==> src/rtl/spi_regbank.sv <==
// Double-buffered register bank loaded over a mode-0 SPI link.
// The SPI master writes addressed words, with auto-increment bursts, into shadow registers.
// Each shadow register that has been written is copied to the live outputs on a commit strobe,
// so the live image changes only at frame boundaries.
//
// state  | meaning
// S_IDLE | select inactive, or not yet seen high since reset
// S_ADDR | shifting in the address field
// S_DATA | shifting in data words; pointer auto-increments after each word
module spi_regbank #(
  parameter int NUM_REGS  = 8,
  parameter int REG_WIDTH = 16,
  parameter int ADDR_BITS = 3,
  parameter logic [NUM_REGS*REG_WIDTH-1:0] RESET_VALUE = '0
) (
  input  logic                          clk,
  input  logic                          reset,
  input  logic                          i_sclk,
  input  logic                          i_mosi,
  input  logic                          i_ss_n,
  input  logic                          load_if_ready,
  output logic [NUM_REGS*REG_WIDTH-1:0] o_regs,
  output logic                          o_loaded,
  output logic                          o_abort,
  output logic                          o_busy
);

  // One shift register serves both fields, so it must hold the wider of the two.
  localparam int SH_W  = (REG_WIDTH > ADDR_BITS) ? REG_WIDTH : ADDR_BITS;
  localparam int CNT_W = $clog2(SH_W + 1);

  localparam logic [CNT_W-1:0]     ADDR_LAST = CNT_W'(ADDR_BITS - 1);
  localparam logic [CNT_W-1:0]     WORD_LAST = CNT_W'(REG_WIDTH - 1);
  localparam logic [ADDR_BITS-1:0] PTR_LAST  = ADDR_BITS'(NUM_REGS - 1);
  localparam logic [ADDR_BITS:0]   PTR_LIMIT = (ADDR_BITS + 1)'(NUM_REGS);

  typedef enum logic [1:0] {S_IDLE, S_ADDR, S_DATA} state_t;

  logic [2:0] sclk_q;
  logic [1:0] mosi_q;
  logic [1:0] ss_q;
  logic       ss_prev_q;
  logic       armed_q;

  logic sclk_rise;
  logic mosi_s;
  logic ss_s;
  logic ss_fall;
  logic ss_rise;

  // Synchronise the SPI pins. The select flops reset low, so a select that is already low
  // when reset releases never produces a falling edge; the master has to cycle it first.
  always_ff @(posedge clk or posedge reset) begin
    if (reset) begin
      sclk_q    <= '0;
      mosi_q    <= '0;
      ss_q      <= '0;
      ss_prev_q <= 1'b0;
      armed_q   <= 1'b0;
    end else begin
      sclk_q    <= {sclk_q[1:0], i_sclk};
      mosi_q    <= {mosi_q[0], i_mosi};
      ss_q      <= {ss_q[0], i_ss_n};
      ss_prev_q <= ss_q[1];
      if (ss_q[1]) begin
        armed_q <= 1'b1;
      end
    end
  end

  assign sclk_rise = sclk_q[1] & ~sclk_q[2];
  assign mosi_s    = mosi_q[1];
  assign ss_s      = ss_q[1];
  assign ss_fall   = ss_prev_q & ~ss_s;
  assign ss_rise   = ~ss_prev_q & ss_s;
  assign o_busy    = armed_q & ~ss_s;

  state_t               state_q, state_d;
  logic [CNT_W-1:0]     cnt_q, cnt_d;
  logic [SH_W-1:0]      shift_q, shift_d;
  logic [ADDR_BITS-1:0] ptr_q, ptr_d;
  logic                 abort_q, abort_d;

  logic [SH_W:0]          shift_ext;
  logic [SH_W-1:0]        shift_nxt;
  logic                   word_done;
  logic                   word_in_range;
  logic [REG_WIDTH-1:0]   word_data;

  assign shift_ext     = {shift_q, mosi_s};
  assign shift_nxt     = shift_ext[SH_W-1:0];
  assign word_data     = shift_nxt[REG_WIDTH-1:0];
  assign word_in_range = ({1'b0, ptr_q} < PTR_LIMIT);

  // Frame FSM state, bit counter, shift register and word pointer.
  always_ff @(posedge clk or posedge reset) begin
    if (reset) begin
      state_q <= S_IDLE;
      cnt_q   <= '0;
      shift_q <= '0;
      ptr_q   <= '0;
      abort_q <= 1'b0;
    end else begin
      state_q <= state_d;
      cnt_q   <= cnt_d;
      shift_q <= shift_d;
      ptr_q   <= ptr_d;
      abort_q <= abort_d;
    end
  end

  // Next-state logic: a select release always wins, and only flags an abort with bits in flight.
  always_comb begin
    state_d   = state_q;
    cnt_d     = cnt_q;
    shift_d   = shift_q;
    ptr_d     = ptr_q;
    abort_d   = 1'b0;
    word_done = 1'b0;
    if (ss_rise) begin
      abort_d = (state_q != S_IDLE) && (cnt_q != '0);
      state_d = S_IDLE;
      cnt_d   = '0;
    end else begin
      case (state_q)
        S_IDLE: begin
          if (ss_fall) begin
            state_d = S_ADDR;
            cnt_d   = '0;
          end
        end
        S_ADDR: begin
          if (sclk_rise) begin
            shift_d = shift_nxt;
            if (cnt_q == ADDR_LAST) begin
              state_d = S_DATA;
              cnt_d   = '0;
              ptr_d   = shift_nxt[ADDR_BITS-1:0];
            end else begin
              cnt_d = cnt_q + 1'b1;
            end
          end
        end
        S_DATA: begin
          if (sclk_rise) begin
            shift_d = shift_nxt;
            if (cnt_q == WORD_LAST) begin
              word_done = 1'b1;
              cnt_d     = '0;
              // Wraps at the last implemented register; out-of-range pointers count on modulo 2**ADDR_BITS.
              ptr_d     = (ptr_q == PTR_LAST) ? '0 : ptr_q + 1'b1;
            end else begin
              cnt_d = cnt_q + 1'b1;
            end
          end
        end
        default: begin
          state_d = S_IDLE;
          cnt_d   = '0;
        end
      endcase
    end
  end

  assign o_abort = abort_q;

  logic [REG_WIDTH-1:0] shadow_q [NUM_REGS];
  logic [REG_WIDTH-1:0] shadow_d [NUM_REGS];
  logic [REG_WIDTH-1:0] live_q   [NUM_REGS];
  logic [REG_WIDTH-1:0] live_d   [NUM_REGS];
  logic [NUM_REGS-1:0]  pending_q, pending_d;
  logic                 loaded_q, loaded_d;

  // Shadow, pending and live registers; every register returns to its slice of the reset image.
  always_ff @(posedge clk or posedge reset) begin
    if (reset) begin
      for (int i = 0; i < NUM_REGS; i++) begin
        shadow_q[i] <= RESET_VALUE[i*REG_WIDTH +: REG_WIDTH];
        live_q[i]   <= RESET_VALUE[i*REG_WIDTH +: REG_WIDTH];
      end
      pending_q <= '0;
      loaded_q  <= 1'b0;
    end else begin
      shadow_q  <= shadow_d;
      live_q    <= live_d;
      pending_q <= pending_d;
      loaded_q  <= loaded_d;
    end
  end

  // Commit reads only pre-edge shadow/pending, and a word finishing on the same cycle sets
  // pending after the commit clears it, so that word waits for the next strobe.
  always_comb begin
    shadow_d  = shadow_q;
    live_d    = live_q;
    pending_d = pending_q;
    loaded_d  = load_if_ready && (|pending_q);
    for (int i = 0; i < NUM_REGS; i++) begin
      if (load_if_ready && pending_q[i]) begin
        live_d[i]    = shadow_q[i];
        pending_d[i] = 1'b0;
      end
      if (word_done && word_in_range && (ptr_q == ADDR_BITS'(i))) begin
        shadow_d[i]  = word_data;
        pending_d[i] = 1'b1;
      end
    end
  end

  assign o_loaded = loaded_q;

  // Flatten the live registers onto the output bus, register i at [i*REG_WIDTH +: REG_WIDTH].
  always_comb begin
    o_regs = '0;
    for (int i = 0; i < NUM_REGS; i++) begin
      o_regs[i*REG_WIDTH +: REG_WIDTH] = live_q[i];
    end
  end

endmodule
==> config.mk <==
export PLATFORM = sky130hd
export DESIGN_NAME = spi_regbank
export DESIGN_NICKNAME = d
export VERILOG_FILES = /design/src/rtl/spi_regbank.sv
export SDC_FILE = /design/constraint.sdc
export NUM_CORES = 1
export LEC_CHECK = 0
export CORE_MARGIN = 5
export CORE_UTILIZATION = 52
export CTS_BUF_LIST = sky130_fd_sc_hd__clkbuf_4 sky130_fd_sc_hd__clkbuf_8
export CTS_CLUSTER_SIZE = 24
export DETAILED_ROUTE_END_ITERATION = 10
export GPL_TIMING_DRIVEN = 0
export HOLD_SLACK_MARGIN = 0.12
export PLACE_DENSITY_LB_ADDON = 0.2
export SLEW_MARGIN = 40
export SYNTH_ARGS = -nofsm -noshare
export SYNTH_HDL_FRONTEND = slang
export SYNTH_SLANG_ARGS = --single-unit
export TNS_END_PERCENT = 20
==> constraint.sdc <==
create_clock -name clk -period 9 [get_ports clk]
set_input_delay 0.9 -clock clk [delete_from_list [all_inputs] [get_ports clk]]
set_output_delay 0.9 -clock clk [all_outputs]
set_load 0.05 [all_outputs]
# == Word level (Yosys, flattened, before mapping) ==
# Cells that the tools add are included.
# op_classes
bitwise,8
muxes,39
addsub,2
eq_ne,20
n_reduce_logical,37
# op_table
operator,count
$mux W5,6
$mux W1,21
$reduce_bool A2 Y1,10
$logic_and A1 B1 Y1,18
$mux W3,5
$pmux W5 S3,1
$eq A3 B3 Y1 const B,4
$ne A3 B3 Y1 const B,4
$ne A2 B2 Y1 const B,5
$mux W2,4
$reduce_or A8 Y1,1
$eq A3 B2 Y1 const B,2
$pmux W2 S3,1
$pmux W3 S2,1
$reduce_and A3 Y1,2
$reduce_and A6 Y1,1
$add A5 B1 Y5 const B,1
$eq A5 B2 Y1 const B,1
$eq A5 B4 Y1 const B,1
$reduce_bool A5 Y1,1
$and A1 B1 Y1,4
$not A1 Y1,4
$reduce_and A4 Y1,1
$add A3 B1 Y3 const B,1
6 further kinds,6
# totals
regBits,300
elab_cells,141
output_inout_bits,131

# == Depth between registers and ports, before layout ==
# logic_depth
ltp_word,7
ltp_mapped,8

# == Worst setup path after synthesis ==
# No wires, ideal clock.
# synth_timing
path_type,in2reg
start,input port load_if_ready
end,"register live_q, in the netlist o_regs[100]"
arrival_time_ns,2.029
setup_slack_ns,6.847
setup_ns,0.125
path_stages,5
path_buffers,3
cell_sequence,clkbuf_1 clkbuf_1 nand2_1 buf_2 mux2_2
# synth_between
elab_chain_cells,1
# synth_rtl
element,line,rtl
"start, declared",21,"input logic load_if_ready,"
$logic_and A1 B1 Y1,199,if (load_if_ready && pending_q[i]) begin
"end signal, assigned by index",179,live_q[i] <= RESET_VALUE[i*REG_WIDTH +: REG_WIDTH];
"end signal, assigned",185,live_q <= live_d;
"end, declared",169,logic [REG_WIDTH-1:0] live_q [NUM_REGS];
# Every way passes these cells.
# A chain may end at the register's enable or synchronous reset.

# == Worst setup path in the final report ==
# layout_timing
start,register ss_q[1]
end,output port o_busy
# layout_between
elab_chain_cells,2
# layout_rtl
element,line,rtl
"start, declared",41,logic [1:0] ss_q;
"start signal, assigned",63,"ss_q <= {ss_q[0], i_ss_n};"
$not A1 Y1,76,assign o_busy = armed_q & ~ss_s;
$and A1 B1 Y1,76,
"end, declared",25,output logic o_busy
# Every way passes these cells.

==> run_summary.xml <==
<?xml version="1.0" encoding="UTF-8"?>
<metrics>
  <group name="finish">
    <metric name="syn_to_final_growth" unit="%">25.5</metric>
    <metric name="drive_gt1_frac" unit="">0.408</metric>
    <metric name="mostFrequentLayoutCell" unit="">sky130_fd_sc_hd__dfrtp_1</metric>
    <metric name="multi_input_area" unit="um2">4020</metric>
    <metric name="insertedDiodeCount" unit="">0</metric>
    <metric name="fillers" unit="">1562</metric>
    <metric name="most-common-layout-cells" unit="">sky130_fd_sc_hd__dfrtp_1, sky130_fd_sc_hd__mux2_2, sky130_fd_sc_hd__clkdlybuf4s50_1, sky130_fd_sc_hd__clkbuf_8, sky130_fd_sc_hd__mux2_4</metric>
    <metric name="finish.net_count" unit="">940</metric>
    <metric name="register_area" unit="um2">7510</metric>
  </group>
  <group name="sta">
    <metric name="final.setup.tns" unit="ns">0</metric>
    <metric name="achievable-frequency" unit="MHz">359</metric>
    <metric name="post-route-worst-setup-slack" unit="ns">6.21</metric>
    <metric name="timing_hold_violations_final" unit="">0</metric>
    <metric name="worst_pin_slew" unit="ns">0.786</metric>
    <metric name="setup-violations-final" unit="">0</metric>
    <metric name="period_share" unit="">0.310</metric>
    <metric name="rsz_0062_raised_after_global_routing" unit="">no</metric>
    <metric name="fin_max_slew_vios" unit="">0</metric>
    <metric name="worst_clock_skew" unit="ns">0.0152</metric>
    <metric name="layout_min_cycle_time" unit="ns">2.79</metric>
    <metric name="timing.max_slew.rel_slack" unit="">0.476</metric>
  </group>
  <group name="clocking">
    <metric name="clkSlewWorstSetupHoldPaths" unit="ns">0.05</metric>
    <metric name="cts_hold_buffers" unit="">0</metric>
    <metric name="worstSkewPairLatency" unit="ns">0.55</metric>
    <metric name="clk_root_buffer_cell" unit="">sky130_fd_sc_hd__clkbuf_8</metric>
    <metric name="cts.path.max_buffers" unit="">3</metric>
    <metric name="cts_num_sinks" unit="">300</metric>
    <metric name="htreeDepth" unit="">2</metric>
    <metric name="cts_bufs_inserted" unit="">48</metric>
    <metric name="cts.repair.resized" unit="">0</metric>
    <metric name="cts_tree" unit="">built</metric>
    <metric name="post-cts-setup-buffers" unit="">0</metric>
  </group>
  <group name="place">
    <metric name="dp_hpwl" unit="um">17600</metric>
    <metric name="place.gp.congestion" unit="">0.755</metric>
    <metric name="post-place-ws" unit="ns">6.30</metric>
    <metric name="number_of_port_buffers" unit="">135</metric>
  </group>
  <group name="global_route">
    <metric name="first_global_vias" unit="">7406</metric>
    <metric name="pin_count_of_the_biggest_net_entering_global_routing" unit="">30</metric>
    <metric name="leftover_overflow_at_the_end_of_global_routing" unit="">0</metric>
    <metric name="grt_usage" unit="">0.201</metric>
    <metric name="initial_antenna_violation_count" unit="">0</metric>
    <metric name="grt_pass1_wl" unit="um">41200</metric>
  </group>
  <group name="power">
    <metric name="power_report.internal_total" unit="uW">2130</metric>
    <metric name="relative_contribution_of_combinational_cells_to_total_power" unit="">0.091</metric>
    <metric name="sw_frac_of_total" unit="">0.245</metric>
    <metric name="cellPowerDensity" unit="nW/um2">191</metric>
    <metric name="seq_power_share" unit="">0.495</metric>
    <metric name="total_leakage_power" unit="uW">0.00745</metric>
    <metric name="power.share.clock" unit="">0.414</metric>
    <metric name="switching_power" unit="uW">692</metric>
    <metric name="ir_drop" unit="mV">0.104</metric>
  </group>
  <group name="synth">
    <metric name="instance_count_of_the_mapped_netlist" unit="">722</metric>
    <metric name="syn-num-nets" unit="">742</metric>
    <metric name="synthDistinctLibCells" unit="">36</metric>
    <metric name="synth.largest_area_cell" unit="">sky130_fd_sc_hd__dfrtp_1</metric>
    <metric name="synth.yosys.warnings" unit="">0</metric>
    <metric name="mappedNetlistArea" unit="um2">11800</metric>
    <metric name="synth-seq-area-share" unit="">0.637</metric>
    <metric name="synth_largest_type_area_fraction" unit="">0.637</metric>
    <metric name="synth_area_per_cell" unit="um2">16.3</metric>
    <metric name="synth_area_leaders" unit="">sky130_fd_sc_hd__dfrtp_1, sky130_fd_sc_hd__mux2_2, sky130_fd_sc_hd__mux2_4</metric>
    <metric name="synth.ff_latch_count" unit="">300</metric>
  </group>
  <group name="floorplanning">
    <metric name="floorplan.io_pins" unit="">137</metric>
    <metric name="dieWidth" unit="um">161</metric>
    <metric name="core-area" unit="um2">22500</metric>
    <metric name="floorplan.initialDensity" unit="">0.524</metric>
    <metric name="fp-row-count" unit="">55</metric>
    <metric name="die_footprint" unit="um2">25800</metric>
    <metric name="die_h" unit="um">161</metric>
  </group>
  <group name="worst_setup_path">
    <metric name="worstSetupStartpointType" unit="">flip-flop</metric>
    <metric name="crit_required" unit="ns">8.10</metric>
    <metric name="worst_path_dominant_cell_family" unit="">buffers and inverters</metric>
    <metric name="critPathKind" unit="">reg -&gt; out</metric>
    <metric name="slowest_delay" unit="ns">0.81</metric>
    <metric name="cp_cell_sequence" unit="">nor2b_1 &gt; clkdlybuf4s50_1</metric>
    <metric name="worstPathMaxFanout" unit="">4</metric>
    <metric name="slowest_stage" unit="">sky130_fd_sc_hd__clkdlybuf4s50_1</metric>
    <metric name="end_kind" unit="">output pin</metric>
    <metric name="critPathBufInv" unit="">1</metric>
    <metric name="worst_ep_arrival_time" unit="ns">1.89</metric>
  </group>
  <group name="route">
    <metric name="via_count" unit="">6513</metric>
    <metric name="vias_per_cell" unit="">5.27</metric>
    <metric name="detailed_routing_iterations_pass_1" unit="">4</metric>
    <metric name="avgRoutedWirePerCell" unit="um">20.3</metric>
    <metric name="detail_route.iter0.violations" unit="">216</metric>
    <metric name="antenna_violating_nets_post_route" unit="">0</metric>
    <metric name="drt_drc_violations_left" unit="">0</metric>
    <metric name="drt_wl_total" unit="um">25000</metric>
  </group>
  <group name="outcome">
    <metric name="run_status" unit="">completed</metric>
  </group>
  <group name="worst_hold_path">
    <metric name="worstHoldPathType" unit="">reg -&gt; reg</metric>
  </group>
  <group name="job">
    <metric name="max_cap_violations" unit="">0</metric>
  </group>
</metrics>
[layout make-up]
class,instances,share of cell area
Clock buffer,76,0.0623
Buffer,36,0.0130
Clock inverter,5,0.00372
Inverter,18,0.00482
Sequential cell,300,0.508
Tap cell,285,0.0241
Multi-Input combinational cell,368,0.272
Timing Repair Buffer,148,0.113
[synthesized netlist by cell type]
master,instances
sky130_fd_sc_hd__dfrtp_1,300
sky130_fd_sc_hd__mux2_2,218
sky130_fd_sc_hd__mux2_4,54
sky130_fd_sc_hd__inv_1,17
sky130_fd_sc_hd__nand2_1,16
sky130_fd_sc_hd__ha_1,14
sky130_fd_sc_hd__buf_1,13
sky130_fd_sc_hd__o21ai_0,13
sky130_fd_sc_hd__clkbuf_1,12
sky130_fd_sc_hd__buf_6,7
sky130_fd_sc_hd__mux2i_1,6
sky130_fd_sc_hd__nand3_4,6
sky130_fd_sc_hd__buf_2,4
sky130_fd_sc_hd__nand2b_1,4
sky130_fd_sc_hd__nand3_1,4
sky130_fd_sc_hd__a21oi_1,3
sky130_fd_sc_hd__nor2_1,3
sky130_fd_sc_hd__nor2b_1,3
sky130_fd_sc_hd__a22oi_1,2
sky130_fd_sc_hd__and4b_1,2
sky130_fd_sc_hd__nand2_4,2
sky130_fd_sc_hd__nor4_1,2
sky130_fd_sc_hd__o211ai_1,2
sky130_fd_sc_hd__o21bai_1,2
sky130_fd_sc_hd__o31ai_1,2
sky130_fd_sc_hd__a211o_1,1
sky130_fd_sc_hd__a21boi_0,1
sky130_fd_sc_hd__a31oi_1,1
sky130_fd_sc_hd__and2_1,1
sky130_fd_sc_hd__clkinv_1,1
sky130_fd_sc_hd__nand4_1,1
sky130_fd_sc_hd__nor3_1,1
sky130_fd_sc_hd__nor3b_1,1
sky130_fd_sc_hd__nor4_4,1
sky130_fd_sc_hd__or2_2,1
sky130_fd_sc_hd__or4b_1,1
[cell families (layout without fill, tap and decap cells)]
family / count (synthesis) / in the layout / share of synthesized area
AO/OA/AOI/OAI: 27 / 27 / 0.0138
adder cells (fa/ha/maj): 14 / 14 / 0.0149
buffers and inverters: 54 / 283 / 0.0221
flip-flops: 300 / 300 / 0.637
multiplexers: 278 / 278 / 0.282
AND/OR/NAND/NOR: 49 / 49 / 0.0304
[flip-flops by register name, summed over array words and instances (netlist names), 3 cells and up]
register and count:
o_regs 128, shadow_q 128, shift_q 15, pending_q 8
cnt_q 5, ptr_q 3, sclk_q 3
[stage by stage]
stage	cell area, um2	cells	util	hold slack (ns)	total power (uW)
after floorplan	11800	722	-	0.331	1590
after global placement	13500	1142	0.600	0.335	1650
after detailed placement	13800	1155	0.614	0.336	1680
after CTS	14800	1236	0.657	0.349	2860
after global routing	14800	1236	0.657	0.362	2950
final	14800	1236	0.657	0.345	2820
[worst paths after layout]
path                            slack [ns]       start  cells after the start            to
worst max-delay path                  6.21     ss_q[1]                      2        o_busy
worst min-delay path                  0.34     ss_q[0]                      0       ss_q[1]
worst max register to register        6.60  state_q[0]                      8  shadow_q[32]
worst min register to register        0.34     ss_q[0]                      0       ss_q[1]
max in group asynchronous             7.28       reset                      6   o_regs[122]
min in group asynchronous             0.69       reset                      2    o_regs[40]
[worst reg2reg max path, cell delays in order, from the launching register on]
cell and delay (ns):
sky130_fd_sc_hd__dfrtp_1 0.38, sky130_fd_sc_hd__inv_1 0.12, sky130_fd_sc_hd__ha_1 0.16, sky130_fd_sc_hd__clkbuf_1 0.39, sky130_fd_sc_hd__and4b_1 0.28, sky130_fd_sc_hd__buf_6 0.20
sky130_fd_sc_hd__nand3_4 0.20, sky130_fd_sc_hd__buf_6 0.24, sky130_fd_sc_hd__mux2_4 0.31
[power by group through the flow]
| stage | clock network (uW) | registers [uW] | logic [uW] |
|---|---|---|---|
| 4_1_cts | 1200 | 1400 | 262 |
| 2_1_floorplan | 0 | 1420 | 169 |
| 5_1_grt | 1260 | 1400 | 289 |
| 3_3_place_gp | 0 | 1420 | 231 |
| 3_5_place_dp | 0 | 1420 | 261 |
| 6_report | 1170 | 1400 | 257 |
[metal layers]
layer  wire [um]  GRT usage  vias up  share of wire
met5           0          0        -              0
met4         398     0.0508        0          0.016
met3        1400     0.0518       37          0.056
met2       12700      0.343      158           0.51
met1       10600      0.258     3376           0.42
li1            -          -     2942              -
(Power assumes the default switching activity.)
